`src/rtl/irq_cond_pkg.sv`:
```
// irq_cond_pkg: shared constants for the interrupt-source conditioner.
//   Register word addresses, per-channel mode encodings and the event
//   counter width used by both the channel slice and the top level.
package irq_cond_pkg;

  localparam logic [2:0] ADDR_POL    = 3'd0;
  localparam logic [2:0] ADDR_MODE   = 3'd1;
  localparam logic [2:0] ADDR_FILT   = 3'd2;
  localparam logic [2:0] ADDR_STAT   = 3'd3;
  localparam logic [2:0] ADDR_CH_SEL = 3'd4;
  localparam logic [2:0] ADDR_EVCNT  = 3'd5;

  localparam logic MODE_LEVEL = 1'b0;
  localparam logic MODE_EDGE  = 1'b1;

  localparam int                 EVCNT_W   = 8;
  localparam logic [EVCNT_W-1:0] EVCNT_MAX = '1;

endpackage

```
`src/rtl/irq_cond_if.sv`:
```
// irq_cond_if: APB slave bus bundle for irq_cond.
//   paddr   word address          psel    select
//   penable access phase          pwrite  1 = write
//   pwdata  write data            prdata  read data
//   pready  ready (zero wait states)
interface irq_cond_if;
  logic [2:0]  paddr;
  logic        psel;
  logic        penable;
  logic        pwrite;
  logic [31:0] pwdata;
  logic [31:0] prdata;
  logic        pready;

  modport master (output paddr, psel, penable, pwrite, pwdata,
                  input  prdata, pready);
  modport slave  (input  paddr, psel, penable, pwrite, pwdata,
                  output prdata, pready);
endinterface

```
`src/rtl/irq_cond_chan.sv`:
```
// irq_cond_chan: one interrupt channel.
//   Two-flop synchronizer with polarity flip, hysteresis-free glitch filter,
//   level/edge output with pulse stretch, saturating event counter.
// Ports:
//   clk, rst   clock and synchronous active-high reset
//   ext        raw asynchronous source
//   pol        1 = active-low source
//   mode       MODE_LEVEL / MODE_EDGE
//   filt       filter threshold
//   clr        clear event counter (read-clear)
//   flt        filtered level
//   ireq       conditioned request
//   evcnt      event counter
module irq_cond_chan
  import irq_cond_pkg::*;
#(
  parameter int FILT_W  = 4,
  parameter int STRETCH = 4
) (
  input  logic               clk,
  input  logic               rst,
  input  logic               ext,
  input  logic               pol,
  input  logic               mode,
  input  logic [FILT_W-1:0]  filt,
  input  logic               clr,
  output logic               flt,
  output logic               ireq,
  output logic [EVCNT_W-1:0] evcnt
);

  localparam int             ST_W    = $clog2(STRETCH + 1);
  localparam logic [ST_W-1:0] ST_LOAD = ST_W'(STRETCH);

  logic              s1;
  logic              s2;
  logic [FILT_W-1:0] fcnt;
  logic [ST_W-1:0]   st;
  logic              flip;
  logic              rise;

  // flt toggles on this edge; rise is that toggle going 0 -> 1, so the
  // stretch counter and event counter act on the same edge flt changes.
  assign flip = (s2 != flt) && (fcnt >= filt);
  assign rise = flip && !flt;

  always_ff @(posedge clk) begin
    if (rst) begin
      s1    <= 1'b0;
      s2    <= 1'b0;
      flt   <= 1'b0;
      fcnt  <= '0;
      st    <= '0;
      ireq  <= 1'b0;
      evcnt <= '0;
    end else begin
      s1 <= ext ^ pol;
      s2 <= s1;

      if (s2 == flt) begin
        fcnt <= '0;
      end else if (flip) begin
        flt  <= ~flt;
        fcnt <= '0;
      end else begin
        fcnt <= fcnt + 1'b1;
      end

      // Level mode holds the stretch counter at zero, so switching back to
      // edge mode never fires on a flt that is already high.
      if (mode == MODE_LEVEL) begin
        st <= '0;
      end else if (rise) begin
        st <= ST_LOAD;
      end else if (st != '0) begin
        st <= st - 1'b1;
      end

      ireq <= (mode == MODE_LEVEL) ? flt : (st != '0);

      if (clr) begin
        evcnt <= {{(EVCNT_W-1){1'b0}}, rise};
      end else if (rise && (evcnt != EVCNT_MAX)) begin
        evcnt <= evcnt + 1'b1;
      end
    end
  end

endmodule

```
`src/rtl/irq_cond.sv`:
```
// irq_cond: interrupt-source conditioner feeding the interrupt controller.
//   APB register file (POL, MODE, FILT, STAT, CH_SEL, EVCNT) and NUM_CH
//   irq_cond_chan slices.
// Ports:
//   pclk, preset  clock and synchronous active-high reset
//   apb           APB slave (irq_cond_if.slave)
//   ext_irq       raw asynchronous sources
//   ireq          conditioned requests
module irq_cond
  import irq_cond_pkg::*;
#(
  parameter int NUM_CH  = 8,
  parameter int FILT_W  = 4,
  parameter int STRETCH = 4
) (
  input  logic              pclk,
  input  logic              preset,
  irq_cond_if.slave         apb,
  input  logic [NUM_CH-1:0] ext_irq,
  output logic [NUM_CH-1:0] ireq
);

  localparam logic [3:0] NUM_CH_U = 4'(NUM_CH);

  logic [NUM_CH-1:0]  pol;
  logic [NUM_CH-1:0]  mode;
  logic [FILT_W-1:0]  filt;
  logic [2:0]         ch_sel;
  logic [NUM_CH-1:0]  flt;
  logic [NUM_CH-1:0]  clr;
  logic [EVCNT_W-1:0] evcnt [NUM_CH];
  logic               access;
  logic               wr;
  logic               rd;
  logic               sel_valid;
  logic [31:0]        rdata;
  logic               unused_pwdata;

  assign access     = apb.psel & apb.penable;
  assign wr         = access & apb.pwrite;
  assign rd         = access & ~apb.pwrite;
  assign sel_valid  = ({1'b0, ch_sel} < NUM_CH_U);
  assign apb.pready = access;
  assign apb.prdata = rdata;

  assign unused_pwdata = ^apb.pwdata;

  always_ff @(posedge pclk) begin
    if (preset) begin
      pol    <= '0;
      mode   <= '0;
      filt   <= '0;
      ch_sel <= '0;
    end else if (wr) begin
      case (apb.paddr)
        ADDR_POL:    pol    <= apb.pwdata[NUM_CH-1:0];
        ADDR_MODE:   mode   <= apb.pwdata[NUM_CH-1:0];
        ADDR_FILT:   filt   <= apb.pwdata[FILT_W-1:0];
        ADDR_CH_SEL: ch_sel <= apb.pwdata[2:0];
        default: ;
      endcase
    end
  end

  for (genvar i = 0; i < NUM_CH; i++) begin : g_ch
    assign clr[i] = rd && (apb.paddr == ADDR_EVCNT) && (ch_sel == 3'(i));

    irq_cond_chan #(
      .FILT_W  (FILT_W),
      .STRETCH (STRETCH)
    ) u_chan (
      .clk   (pclk),
      .rst   (preset),
      .ext   (ext_irq[i]),
      .pol   (pol[i]),
      .mode  (mode[i]),
      .filt  (filt),
      .clr   (clr[i]),
      .flt   (flt[i]),
      .ireq  (ireq[i]),
      .evcnt (evcnt[i])
    );
  end

  always_comb begin
    rdata = '0;
    if (rd) begin
      case (apb.paddr)
        ADDR_POL:    rdata[NUM_CH-1:0] = pol;
        ADDR_MODE:   rdata[NUM_CH-1:0] = mode;
        ADDR_FILT:   rdata[FILT_W-1:0] = filt;
        ADDR_STAT:   rdata[NUM_CH-1:0] = flt;
        ADDR_CH_SEL: rdata[2:0]        = ch_sel;
        ADDR_EVCNT: begin
          if (sel_valid) rdata[EVCNT_W-1:0] = evcnt[ch_sel];
        end
        default: ;
      endcase
    end
  end

endmodule
```
`src/flat_wrapper.sv`:
```
// flat-port wrapper written by rule: the top's interface ports become plain ports
module irq_cond_flat import irq_cond_pkg::*;
#(
  parameter int NUM_CH  = 8,
  parameter int FILT_W  = 4,
  parameter int STRETCH = 4
)
  (pclk, preset, ext_irq, ireq, apb_paddr, apb_psel, apb_penable, apb_pwrite, apb_pwdata, apb_prdata, apb_pready);
  irq_cond_if apb_i ();
  input  logic pclk;
  input  logic preset;
  input  logic [NUM_CH-1:0] ext_irq;
  output logic [NUM_CH-1:0] ireq;
  input wire logic [$bits(apb_i.paddr)-1:0] apb_paddr;
  input wire logic [$bits(apb_i.psel)-1:0] apb_psel;
  input wire logic [$bits(apb_i.penable)-1:0] apb_penable;
  input wire logic [$bits(apb_i.pwrite)-1:0] apb_pwrite;
  input wire logic [$bits(apb_i.pwdata)-1:0] apb_pwdata;
  output wire logic [$bits(apb_i.prdata)-1:0] apb_prdata;
  output wire logic [$bits(apb_i.pready)-1:0] apb_pready;
  assign apb_i.paddr = apb_paddr;
  assign apb_i.psel = apb_psel;
  assign apb_i.penable = apb_penable;
  assign apb_i.pwrite = apb_pwrite;
  assign apb_i.pwdata = apb_pwdata;
  assign apb_prdata = apb_i.prdata;
  assign apb_pready = apb_i.pready;
  irq_cond #(.NUM_CH(NUM_CH), .FILT_W(FILT_W), .STRETCH(STRETCH)) u_core (.pclk(pclk), .preset(preset), .apb(apb_i), .ext_irq(ext_irq), .ireq(ireq));
endmodule
```
`config.mk`:
```
export PLATFORM = sky130hd
export DESIGN_NAME = irq_cond_flat
export DESIGN_NICKNAME = d
export VERILOG_FILES = /design/src/rtl/irq_cond_pkg.sv /design/src/rtl/irq_cond_if.sv /design/src/rtl/irq_cond_chan.sv /design/src/rtl/irq_cond.sv /design/src/flat_wrapper.sv
export SDC_FILE = /design/constraint.sdc
export NUM_CORES = 1
export LEC_CHECK = 0
export BUFFER_PORTS_ARGS = -buffer_cell sky130_fd_sc_hd__buf_2
export CORE_ASPECT_RATIO = 0.8
export CORE_MARGIN = 4
export CORE_UTILIZATION = 40
export DETAILED_ROUTE_END_ITERATION = 8
export PLACE_DENSITY = 0.62
export SETUP_SLACK_MARGIN = 0.4
export SKIP_CTS_REPAIR_TIMING = 1
export SLEW_MARGIN = 20
export SYNTH_ARGS = -nofsm -noshare
export SYNTH_HDL_FRONTEND = slang
export SYNTH_SLANG_ARGS = --single-unit
```
`constraint.sdc`:
```
create_clock -name pclk -period 4.8 [get_ports pclk]
set_input_delay 0.24 -clock pclk [delete_from_list [all_inputs] [get_ports pclk]]
set_output_delay 0.24 -clock pclk [all_outputs]
set_load 0.02 [all_outputs]
```
* Yosys cells after proc, flatten, opt, wreduce, memory -nomap -nowiden
Index checks and enable logic that the tools add are counted.
** Storage, ports and cells
- Logic and storage cells :: 340
- Output and inout port bits :: 41
- Input bits :: 48
- Bits in registers :: 175
** Cells by class
- Order comparisons :: 9
- Add/sub/neg operators :: 24
- Reductions and logical operators :: 111
- Equality and inequality tests :: 36
- Bitwise operators :: 37
- Mux-type cells :: 47
** Operators with widths (count)
- adder 8 x 1 -> 8 bit, second input constant :: 8
- != test 8 bit, second input constant :: 8
- 2-to-1 mux 3 bit :: 16
- OR reduction 3 bit :: 16
- logical AND 1 bit :: 33
- adder 4 x 1 -> 4 bit, second input constant :: 8
- greater-or-equal comparator 4 bit :: 8
- nonzero test 2 bit :: 16
- OR reduction 2 bit :: 16
- inverter 1 bit :: 25
- binary-select mux 8 bit (select 3 bit) :: 1
- 2-to-1 mux 1 bit :: 24
- 2-to-1 mux 8 bit :: 3
- AND reduction 2 bit :: 12
- nonzero test 3 bit :: 8
- subtractor 3 x 1 -> 3 bit, second input constant :: 8
- == test 3 bit, second input constant :: 6
- case mux 3 bit (6 select lines) :: 1
- case mux 4 bit (4 select lines) :: 1
- == test 3 x 2 -> 1 bit, second input constant :: 4
- == test 1 bit :: 8
- logical NOT 1 bit :: 8
- != test 1 bit :: 8
- XOR 1 bit :: 8
- 6 further kinds :: 10

* Logic depth before layout (Yosys ltp)
- Word-level depth :: 6
- Mapped depth :: 8
- Mapped depth without buffers :: 7

* Cells and area by module
Synthesis repeated with hierarchy kept, for this count alone.
** Unflattened totals
- Cell total of the unflattened synthesis :: 1116
- Area, all modules :: 9980.8 µm²
** By module, submodules not included
- irq_cond_chan at u_core.g_ch[0].u_chan ... :: instances 7, area an instance 1003.5 µm², cells an instance 113, sequential area each 380.4 µm²
- irq_cond :: instances 1, area an instance 1961.9 µm², cells an instance 214, sequential area each 460.4 µm²
- irq_cond_chan at u_core.g_ch[7].u_chan :: instances 1, area an instance 994.7 µm², cells an instance 111, sequential area each 380.4 µm²

* Worst setup path before layout
Ideal clock, no wire load.
- Kind :: reg-to-reg
- Start :: register u_core.filt[0]
- End :: register u_core.g_ch[1].u_chan.evcnt[5]
- Library setup time :: 70 ps
- Cell stages (with the launch flop) :: 8
- Data arrival time :: 1987 ps
- Path slack :: 2743 ps
- Cells stage by stage :: dfxtp_1 > ha_1 > nand2b_1 > a2111oi_4 > or3_1 > buf_2 > or4_1 > a21oi_1
** On the way
- Cells in the longest elaborated chain, start to end :: 4
** RTL lines
- start, declared :: line irq_cond.sv:27 : logic [FILT_W-1:0] filt;
- start signal, assigned :: line irq_cond.sv:58 : ADDR_FILT: filt <= apb.pwdata[FILT_W-1:0];
- greater-or-equal comparator 4 bit :: line irq_cond_chan.sv:44 : assign flip = (s2 != flt) && (fcnt >= filt);
- logical AND 1 bit :: line irq_cond_chan.sv:44
- logical AND 1 bit :: line irq_cond_chan.sv:45 : assign rise = flip && !flt;
- logical AND 1 bit :: line irq_cond_chan.sv:83 : end else if (rise && (evcnt != EVCNT_MAX)) begin
- end signal, assigned :: line irq_cond_chan.sv:82 : evcnt <= {{(EVCNT_W-1){1'b0}}, rise};
- end signal, assigned :: line irq_cond_chan.sv:84 : evcnt <= evcnt + 1'b1;
- end, declared :: line irq_cond_chan.sv:29 : output logic [EVCNT_W-1:0] evcnt
Every way passes these cells.
A chain may end at the register's enable or synchronous reset.

* Final worst setup path
- Start :: register u_core.ch_sel[0]
- End :: output port apb_prdata[1]
** On the way
- Cells in the longest elaborated chain, start to end :: 6
** RTL lines
- start, declared :: line irq_cond.sv:28 : logic [2:0] ch_sel;
- start signal, assigned :: line irq_cond.sv:59 : ADDR_CH_SEL: ch_sel <= apb.pwdata[2:0];
- inverter 3 -> 4 bit (not written as such) :: line irq_cond.sv:95 : if (sel_valid) rdata[EVCNT_W-1:0] = evcnt[ch_sel];
- binary-select mux 8 bit (select 3 bit) :: line irq_cond.sv:95
- 2-to-1 mux 8 bit (not written as such) (2 in series) :: line irq_cond.sv:95
- case mux 3 bit (6 select lines) :: line irq_cond.sv:88 : case (apb.paddr)
- 2-to-1 mux 8 bit :: line irq_cond.sv:87 : if (rd) begin
- end, declared :: line flat_wrapper.sv:19 : output wire logic [$bits(apb_i.prdata)-1:0] apb_prdata;
Every way passes these cells. The select of a mux whose other input is x is not followed.

==> results.yml <==
run_status:
  run_status: "completed"
finish:
  fillers: 2314
  nets: 1242
  area_delta_synth_final_pct: 8.769
  utilization_pct: 44.76
  design_area_um2: 10580
  share_of_post_route_cells_with_drive_strength_above_1_pct: 8.987
  inserted_diodes: 0
yosys:
  synth.yosys.warnings: 0
  synth_top_area_cell: "sky130_fd_sc_hd__dfxtp_1"
  synth_enable_flop_cells: 0
  synth-seq-area-share_pct: 36.00
  synth_area_per_cell_um2: 8.758
  syn_inst: 1111
  synth-seq-cells: 175
  netlist_area_before_placement_um2: 9731
  synth_ff_type: "sky130_fd_sc_hd__dfxtp_1"
  netlist_top_cells_area: "sky130_fd_sc_hd__dfxtp_1, sky130_fd_sc_hd__ha_1, sky130_fd_sc_hd__mux2i_1"
  synth.lib_cells_used.distinct: 63
  ys_async_sr_fraction_pct: 0
  post-synth-top-area-fraction_pct: 36.00
placement:
  finalWeightedCongestion: 0.8280
  dpl.hpwl_mm: 16.71
  placement.cell_area_um2: 10020
  buffer_ports.inserted: 40
run:
  cap_violations: 0
worst_setup_path:
  capture_point_of_the_worst_reg_to_reg_path: "u_core.g_ch[3].u_chan.evcnt[2]"
  critical_path.reg2reg.startpoint: "u_core.filt[0]"
  crit_path_end_kind: "output port"
  crit_end: "apb_prdata[1]"
  cp_slowest_cell: "sky130_fd_sc_hd__dfxtp_1"
  worst_setup_path_start_kind: "register"
  worstSetupPathDepth: 5
  critical-path-max-stage-delay_ps: 930
  critPathKind: "register to output port"
  startpoint: "u_core.ch_sel[0]"
  timing.critical_path.cells: "nor2b_1 > a22oi_1 > nand3_1 > a21oi_1 > buf_2"
  cp_data_required_time_ps: 4560
  timing.reg2reg.setup_slack_ps: 2090
  crit_buf_inv: 1
  timing.critical_path.max_delay_family: "flip-flops"
  reg2reg_depth: 6
  critical_path_arrival_ps: 2760
  cp_max_fanout: 23
route:
  wl_per_instance_um: 16.17
  routed_wl_mm: 23.39
  detailedRoute.firstIterationViolations: 529
  drt.antenna.violating_nets: 0
  drt-vias-per-instance: 5.345
  route.vias.total: 7734
  detail_route.drc_violations: 0
  drt-pass1-iter-count: 5
cts:
  cts_tree: "done"
  later_pin_clock_latency_in_the_skew_report_ps: 440
  cts_buffer_depth: 2
  cts-buffers-inserted: 17
  cts.reportedPaths.clkPinSlew_ps: 70
  cts-htree-levels: 4
  clkSinkCount: 175
  cts.root.buffer_cell: "sky130_fd_sc_hd__clkbuf_16"
timing:
  hold_viol: 0
  fin_skew_ps: 8.790
  grt_setup_unrepaired: "false"
  slew_at_the_pin_closest_to_its_max_slew_limit_ps: 1114
  setup-violations-final: 0
  timing.setup.tns_ps: 0
  period_share_pct: 62.58
  maxSlewHeadroom_pct: 25.66
  final_max_slew_viol_count: 0
  clock.fmax_mhz: 332.9
  finalCriticalPeriod_ps: 3004
hold_path:
  timing.hold.worst.class: "input port to register"
global_routing:
  grt_start_max_net_pins: 71
  tot_gr_track_use_pct: 17.71
  grt_first_pass_wirelength_mm: 38.50
  grt_pass1_vias: 7252
  initial_antenna_violation_count: 0
  grt-ovfl-total: 0
floorplanning:
  die_x_um: 182.4
  io_pins: 89
  core_um2: 23650
  die-height_um: 147.5
  design.die.area_um2: 26900
  placement_rows: 50
  initial_core_utilization_pct: 41.15
pwr:
  pwr_density_cell_nw_per_um2: 283.0
  cellLeakagePower_uw: 0.004019
  vdd_drop_max_uv: 148.4
[final cells by class]
class	count	area (µm²)	area share [%]
clock inverter	15	136.4	1.289
timing repair buffer	42	215.2	2.033
tap	312	390.4	3.688
sequential	175	3503	33.10
clock buffer	17	425.4	4.019
multi-input combinational	818	5658	53.46
inverter	68	255.2	2.412
[synthesized netlist by cell type, types with 17 or more instances]
cell type and number:
sky130_fd_sc_hd__or3_1 19, sky130_fd_sc_hd__inv_1 68, sky130_fd_sc_hd__nor3_1 32, sky130_fd_sc_hd__xnor2_1 33, sky130_fd_sc_hd__o21ai_0 36, sky130_fd_sc_hd__nor2b_1 23, sky130_fd_sc_hd__nand3_1 47, sky130_fd_sc_hd__buf_4 33
sky130_fd_sc_hd__nand4_1 17, sky130_fd_sc_hd__clkbuf_1 24, sky130_fd_sc_hd__a21oi_1 72, sky130_fd_sc_hd__ha_1 72, sky130_fd_sc_hd__nand2_1 57, sky130_fd_sc_hd__nor2_1 125, sky130_fd_sc_hd__mux2i_1 72, sky130_fd_sc_hd__dfxtp_1 175
[worst min path at each step]
stage                               endpoint  depth (start not counted)                      from
floorplan           u_core.g_ch[0].u_chan.s1                          2                ext_irq[0]
global placement    u_core.g_ch[0].u_chan.s2                          1  u_core.g_ch[0].u_chan.s1
detailed placement  u_core.g_ch[1].u_chan.s2                          1  u_core.g_ch[1].u_chan.s1
CTS                 u_core.g_ch[5].u_chan.s1                          3                ext_irq[5]
global route        u_core.g_ch[5].u_chan.s1                          3                ext_irq[5]
finish              u_core.g_ch[5].u_chan.s1                          3                ext_irq[5]
[cells by family after synthesis]
kind of cell	Yosys count	synth area share (%)
other	1	0.03854
adder cells (fa/ha/maj)	72	9.258
buffers and inverters	141	6.854
AO/OA/AOI/OAI	183	12.37
flip-flops	175	36.00
XOR/XNOR	49	4.410
AND/OR/NAND/NOR	410	21.81
multiplexers	80	9.258
[layer usage]
metal	up-vias	wire, µm	global-route usage (%)
met5	-	0	0
met4	0	423	4.801
met3	29	1158	3.665
met2	173	10020	26.34
met1	3633	11790	26.05
li1	3899	-	-
[flip-flops by register name, summed over array words and instances (netlist names)]
register and flops:
u_core.mode 8, u_core.g_ch.u_chan.fcnt 32, u_core.g_ch.u_chan.evcnt 64, u_core.g_ch.u_chan.s2 8, u_core.g_ch.u_chan.s1 8, u_core.ch_sel 3, u_core.g_ch.u_chan.st 24, u_core.g_ch.u_chan.flt 8
u_core.pol 8, u_core.filt 4, u_core.g_ch.u_chan.ireq 8
[tightest hold or removal path: cells and delay by family]
kind | cells | cell delay [ps]
xor+xnor | 1 | 50
buf+inv | 1 | 80
simple gates | 1 | 70
[power breakdown]
| part | switching [µW] | internal (µW) |
|---|---|---|
| combinational | 106 | 47.7 |
| sequential | 16.6 | 1470 |
| clock | 669 | 689 |
| total | 792 | 2200 |
[placed cells by master (no fill, tap or decap), drive strengths merged, types with 17 or more instances in the layout]
master	Yosys	final
nor2	126	126
conb	1	24
nand3	47	47
nor2b	27	27
nor3	32	32
xnor2	33	33
dfxtp	175	175
o21ai	40	40
nand4	17	17
a21oi	72	72
or3	19	19
ha	72	72
buf	46	42
mux2i	72	72
clkbuf	27	17
nand2	57	57
inv	68	79
[through the flow]
step | power, µW | instances | hold WS, ps | worst slack (ps)
6_report | 2995 | 1447 | 43.98 | 1796
5_1_grt | 3102 | 1447 | 52.50 | 1596
4_1_cts | 3019 | 1447 | 37.32 | 1845
3_5_place_dp | 1668 | 1415 | 428.4 | 2147
3_3_place_gp | 1666 | 1415 | 416.8 | 2169
2_1_floorplan | 1637 | 1134 | 376.8 | 2743
Note: power is estimated with default switching activity, not from simulation.
